<file path="src/rtl/freq_meter.sv">
// Gated frequency meter: counts synchronised rising edges of sig_in over back-to-back
// windows of GATE_CYCLES reference clocks and publishes one saturating result per window.
module freq_meter #(
  parameter int GATE_CYCLES = 1000,
  parameter int CNT_WIDTH   = 16
) (
  input  logic                 clock,
  input  logic                 reset,
  input  logic                 enable,
  input  logic                 sig_in,
  output logic [CNT_WIDTH-1:0] freq_count,
  output logic                 overflow,
  output logic                 count_valid,
  output logic                 busy,
  output logic                 state_dbg
);

  localparam int GW = $clog2(GATE_CYCLES);

  localparam logic [0:0] IDLE = 1'b0;
  localparam logic [0:0] GATE = 1'b1;

  localparam logic [GW-1:0]        LAST_CYCLE = GW'(GATE_CYCLES - 1);
  localparam logic [CNT_WIDTH-1:0] CNT_MAX    = '1;

  logic [0:0]           state;
  logic                 s1, s2, s3;
  logic [GW-1:0]        gate_cnt;
  logic [CNT_WIDTH-1:0] edge_cnt;
  logic                 ovf;

  logic                 sig_edge;
  logic                 at_max;
  logic                 sat_now;
  logic [CNT_WIDTH-1:0] edge_cnt_next;

  // s1/s2 form the synchroniser; s3 only delays s2 for rising-edge detection.
  always_ff @(posedge clock or negedge reset) begin
    if (!reset) begin
      s1 <= 1'b0;
      s2 <= 1'b0;
      s3 <= 1'b0;
    end else begin
      s1 <= sig_in;
      s2 <= s1;
      s3 <= s2;
    end
  end

  assign sig_edge      = s2 & ~s3;
  assign at_max        = (edge_cnt == CNT_MAX);
  assign sat_now       = sig_edge & at_max;
  assign edge_cnt_next = (sig_edge && !at_max) ? edge_cnt + CNT_WIDTH'(1) : edge_cnt;

  assign busy      = (state == GATE);
  assign state_dbg = state;

  // The closing cycle folds its own edge into the published result, so windows stay contiguous.
  always_ff @(posedge clock or negedge reset) begin
    if (!reset) begin
      state       <= IDLE;
      gate_cnt    <= '0;
      edge_cnt    <= '0;
      ovf         <= 1'b0;
      freq_count  <= '0;
      overflow    <= 1'b0;
      count_valid <= 1'b0;
    end else begin
      count_valid <= 1'b0;
      case (state)
        IDLE: begin
          gate_cnt <= '0;
          edge_cnt <= '0;
          ovf      <= 1'b0;
          if (enable) state <= GATE;
        end
        GATE: begin
          if (!enable) begin
            state    <= IDLE;
            gate_cnt <= '0;
            edge_cnt <= '0;
            ovf      <= 1'b0;
          end else if (gate_cnt == LAST_CYCLE) begin
            freq_count  <= edge_cnt_next;
            overflow    <= ovf | sat_now;
            count_valid <= 1'b1;
            gate_cnt    <= '0;
            edge_cnt    <= '0;
            ovf         <= 1'b0;
          end else begin
            gate_cnt <= gate_cnt + GW'(1);
            edge_cnt <= edge_cnt_next;
            ovf      <= ovf | sat_now;
          end
        end
        default: state <= IDLE;
      endcase
    end
  end

endmodule

</file>
<file path="config.mk">
export PLATFORM = sky130hd
export DESIGN_NAME = freq_meter
export DESIGN_NICKNAME = d
export VERILOG_FILES = /design/src/rtl/freq_meter.sv
export SDC_FILE = /design/constraint.sdc
export NUM_CORES = 1
export LEC_CHECK = 0
export ABC_AREA = 1
export BUFFER_PORTS_ARGS = -buffer_cell sky130_fd_sc_hd__buf_2
export CAP_MARGIN = 20
export CELL_PAD_IN_SITES_DETAIL_PLACEMENT = 1
export CELL_PAD_IN_SITES_GLOBAL_PLACEMENT = 2
export CORE_ASPECT_RATIO = 1.1
export CORE_MARGIN = 3
export CORE_UTILIZATION = 31
export CTS_CLUSTER_SIZE = 24
export DETAILED_ROUTE_END_ITERATION = 16
export PLACE_DENSITY_LB_ADDON = 0.1
export SYNTH_ARGS = -nofsm -noshare
export SYNTH_HDL_FRONTEND = slang
export SYNTH_SLANG_ARGS = --single-unit
export TNS_END_PERCENT = 50
</file>
<file path="constraint.sdc">
create_clock -name clock -period 1.5 [get_ports clock]
set_clock_uncertainty 0.05 [all_clocks]
set_input_delay 0.15 -clock clock [delete_from_list [all_inputs] [get_ports clock]]
set_output_delay 0.15 -clock clock [all_outputs]
set_load 0.05 [all_outputs]
</file>
Word-level counts from Yosys, hierarchy flattened. Cells that the tools add are included. W data, S select, Z words.

Equal/unequal tests: 2. Mux-type cells: 14. Reductions and logical operators: 3. Bitwise logic cells: 5. Add/sub/neg operators: 2.

Operators with widths (count): $mux W16 (3); $pmux W16 S2 (1); $mux W10 (2); $pmux W10 S2 (1); $add A16 B1 Y16 const B (1); $eq A16 B16 Y1 const B (1); $add A10 B1 Y10 const B (1); $eq A10 B10 Y1 const B (1); $mux W1 (6); $reduce_and A3 Y1 (1); $and A1 B1 Y1 (2); $not A1 Y1 (2); $pmux W1 S2 (1); $logic_and A1 B1 Y1 (1); $logic_not A1 Y1 (1); $or A1 B1 Y1 (1).

Input bits: 4. Flip-flop bits (word level): 49. Output and inout port bits: 20. Logic and storage cells: 36.

Logic depth before layout (Yosys ltp).
Word-level depth: 7. Gate-level depth with buffers: 10.

Least setup slack after synthesis. OpenSTA, ideal clock, no wires.

Kind: reg2reg. Start: register state, in the netlist busy. End: register freq_count[4]. Clock period less this slack: 1.596 ns. Setup slack: -0.096 ns. Stages on the path, launching flop included: 7. Path buffers: 1. Data required time: 1.320 ns. Arrival time: 1.416 ns. Cells stage by stage: dfrtp_1 > nand2_1 > inv_1 > nand4_1 > clkbuf_1 > nand2_1 > o21ai_2.

Longest elaborated chain between the ends: 1.

RTL lines: start: declaration (line 26) `logic [0:0] state;`; start signal: assignment (line 61) `state <= IDLE;`; start signal: assignment (line 75) `if (enable) state <= GATE;`; start signal: assignment (line 79) `state <= IDLE;`; $reduce_and A3 Y1 (no source line); end signal: assignment (line 84) `freq_count <= edge_cnt_next;`; end: declaration (line 11) `output logic [CNT_WIDTH-1:0] freq_count,`.

Every way passes these cells. A chain may end at the register's enable or synchronous reset.

Final worst setup path.
Start: register edge_cnt[1]. End: register freq_count[8].

Longest elaborated chain between the ends: 4. Elaborated cells on any way between the ends: 5. Those cells by class: add/sub (1); eq/ne (1); mux (1); reduce/logical (2).

RTL lines: start: declaration (line 29) `logic [CNT_WIDTH-1:0] edge_cnt;`; start signal: assignment (line 92) `edge_cnt <= edge_cnt_next;`; branches (longest 3 deep; another with $add A16 B1 Y16); $mux W16 * (line 53) `assign edge_cnt_next = (sig_edge && !at_max) ? edge_cnt + CNT_WIDTH'(1) : edge_cnt;`.

Every way passes the cells marked *.

==> key figures <==
Clock tree
  – Clock latency on the worst-skew pair: 0.30 ns
  – H-tree depth: 2
  – CTS Sinks: 49
  – CTS Buffer Depth: 2
  – Clk slew on worst S/H paths: 0.09 ns
  – CTS Buf Count: 5
  – CTS tree: yes
  – CTS root buffer: clkbuf_8

Yosys
  – Sequential area share after synthesis: 51.4%
  – Synth cell types: 28
  – Mapped cell area: 2390 um2
  – Syn nets: 308
  – Mean Syn Cell Area: 7.90 um2
  – Post-synthesis cell count: 302
  – Yosys warning count: 0
  – FF+latch count, synth: 49

Setup path
  – Startpoint Class: flop
  – Crit-path max FO: 5
  – Setup CP Type: flop to flop
  – Crit path required time: 1.64 ns
  – Critical Path Source: edge_cnt[1]
  – Crit. End Element: flop
  – CP Data Arrival Time: 1.68 ns
  – Worst flop-to-flop path startpoint: edge_cnt[1]

Finish
  – Most frequent cells in the layout: nand2_1 (81), dfrtp_1 (48), buf_4 (34)
  – Fraction of layout cells with a size suffix above 1: 36.0%
  – Finished Layout Cells: 474
  – N_diodes: 0
  – Area Growth Syn to Fin: 37.0%
  – Nets: 377
  – Most common cell after layout, fill and taps aside: nand2_1
  – Fillers: 905

Timing
  – Final min period: 1.54 ns
  – Highest Clock Rate: 0.650 GHz
  – Unrepaired setup endpoints after global routing: yes
  – Hold Slack: 0.310 ns
  – Worst slew pin tran: 0.274 ns
  – Final hold violations: 0
  – Tcrit/Tclk final: 103%
  – Slew Limit Fails: 0
  – Relative slew slack: 81.7%
  – Setup violations, final: 6
  – Setup ws final: -0.0389 ns

Drt
  – Post-route ant nets: 0
  – Via density: 4.52
  – Number of DRC markers in iteration 0: 36
  – Via count: 2,144
  – DRC errors left: 0
  – WL/cell: 13.1 um
  – 1st-pass router iterations: 4
  – Total Routed Length: 6.20 mm

Job
  – Max-cap check violation count: 0

GRT
  – Largest net degree at the start of global routing: 50
  – Total Routing Usage GR: 14.9%
  – Initial antenna violation count: 0
  – Grt total ovfl: 0
  – Vias in the first global route: 2,176
  – Global-route wire length before repair: 10.4 mm

Run status
  – Failing checks: setup timing
  – Status: finished, violations left

Floorplan
  – Die area: 8790 um2
  – Die Y: 98.0 um
  – Row cnt: 32
  – Core footprint: 7250 um2
  – IO Pins: 24
  – Initial Util: 32.9%
  – Die width: 89.7 um

Placement
  – HPWL Detailed: 4.46 mm
  – Cell count after placement: 451
  – Port-buffer cells: 23
  – RD Place Congestion: 0.765

Worst hold path
  – Hold Crit Start: s1
  – Hold Path Class: flop to flop

Power
  – Pwr dens: 699 nW/um2
  – Maximum vdd drop: 367 uV
  – Pleak: 1.60 nW
[state kept, by name, summed over array words and instances (netlist names)]
signal and count:
edge_cnt 16, freq_count 16, gate_cnt 10, busy 1
count_valid 1, overflow 1, ovf 1, s1 1
s2 1, s3 1
[cells in the mapped netlist]
master	count	share of area [%]
nand4_2	1	0.52
nor2_4	3	1.4
buf_2	2	0.42
or2_2	1	0.26
nor3_1	5	1.0
o21ai_0	3	0.63
o21ai_2	3	1.1
a21oi_1	7	1.5
o21ai_1	1	0.21
buf_4	1	0.31
nand4_1	6	1.6
o21bai_1	4	1.3
o21bai_2	1	0.47
dfrtp_1	49	51
and2_1	1	0.26
nor2_2	5	1.3
nand2_1	104	16
a31oi_1	1	0.26
clkbuf_1	2	0.31
nor2_1	38	6.0
nand3_1	24	5.0
xor2_1	1	0.37
buf_6	1	0.47
nand3b_1	2	0.63
ha_1	2	1.0
inv_1	29	4.6
nand2_2	3	0.79
and3_1	2	0.52
[critical path: stages (launching register included)]
cell and delay (ns):
dfrtp_1 0.38, ha_2 0.19, inv_2 0.04, nor2_4 0.15
nand2_4 0.09, nor2_4 0.17, buf_4 0.14, nand3_1 0.07
nand2_2 0.08, o21ai_1 0.05
[cell type report]
| class | count | area (um2) | area share [%] |
|---|---|---|---|
| Clock buffer | 7 | 86.3 | 2.64 |
| Clock inverter | 1 | 7.51 | 0.230 |
| Inverter | 29 | 111 | 3.41 |
| Multi-Input combinational cell | 218 | 1200 | 36.7 |
| Sequential cell | 49 | 1230 | 37.6 |
| Tap cell | 102 | 128 | 3.91 |
| Timing Repair Buffer | 68 | 508 | 15.5 |
[stage by stage]
stage | TNS (ns) | setup WS, ns | instance area (um2) | util [%] | total power, mW
2_1_floorplan | 0 | 0.00517 | 2390 | - | 1.40
3_3_place_gp | -0.514 | -0.0508 | 2830 | 39.1 | 1.47
3_5_place_dp | -1.20 | -0.0848 | 2830 | 39.1 | 1.47
4_1_cts | -0.230 | -0.0327 | 3050 | 42.1 | 2.31
5_1_grt | -3.29 | -0.151 | 3270 | 45.1 | 2.39
6_report | -0.115 | -0.0389 | 3270 | 45.1 | 2.28
[per-layer routing]
metal / routed length [um] / vias up / track usage, %
li1: - / 1088 / -
met1: 2840 / 1037 / 19.7
met2: 3190 / 15 / 24.7
met3: 97 / 4 / 2.78
met4: 69 / 0 / 3.78
met5: 0 / - / 0
[where the power goes]
part	total [mW]	switching [mW]	leakage [nW]	internal (mW)
Sequential	1.34	0.00630	0.673	1.33
Clock	0.826	0.450	0.0445	0.376
Combinational	0.122	0.0802	0.884	0.0419
[path summary, 6_finish.rpt]
check | slack (ns) | depth (start not counted) | end
worst max-delay path | -0.04 | 9 | freq_count[8]
worst min-delay path | 0.31 | 0 | s2
worst max register to register | -0.04 | 9 | freq_count[8]
worst min register to register | 0.31 | 0 | s2
max in group asynchronous | 0.84 | 3 | freq_count[2]
min in group asynchronous | 0.33 | 3 | freq_count[7]
[cells by family (layout without fill, tap and decap cells)]
family                     after synthesis  in the layout  synth area share, %
and+or+nand+nor                        195            195                 35.7
DFF                                     49             49                 51.4
buffers and inverters                   35            105                 6.08
AOI/OAI and AO/OA                       20             20                 5.40
adders and majority gates                2              2                 1.05
xor gates and xnor gates                 1              1                0.367
[timing repair]
action                                  CTS  global route
endpoints found under the setup margin   36            44
hold endpoints to repair                 51             0
cloned                                    0             0
resized for setup                        21            42
buffers inserted                          3             9
hold buffers                              3             0
pin swaps                                12            17
(Power assumes the default switching activity.)
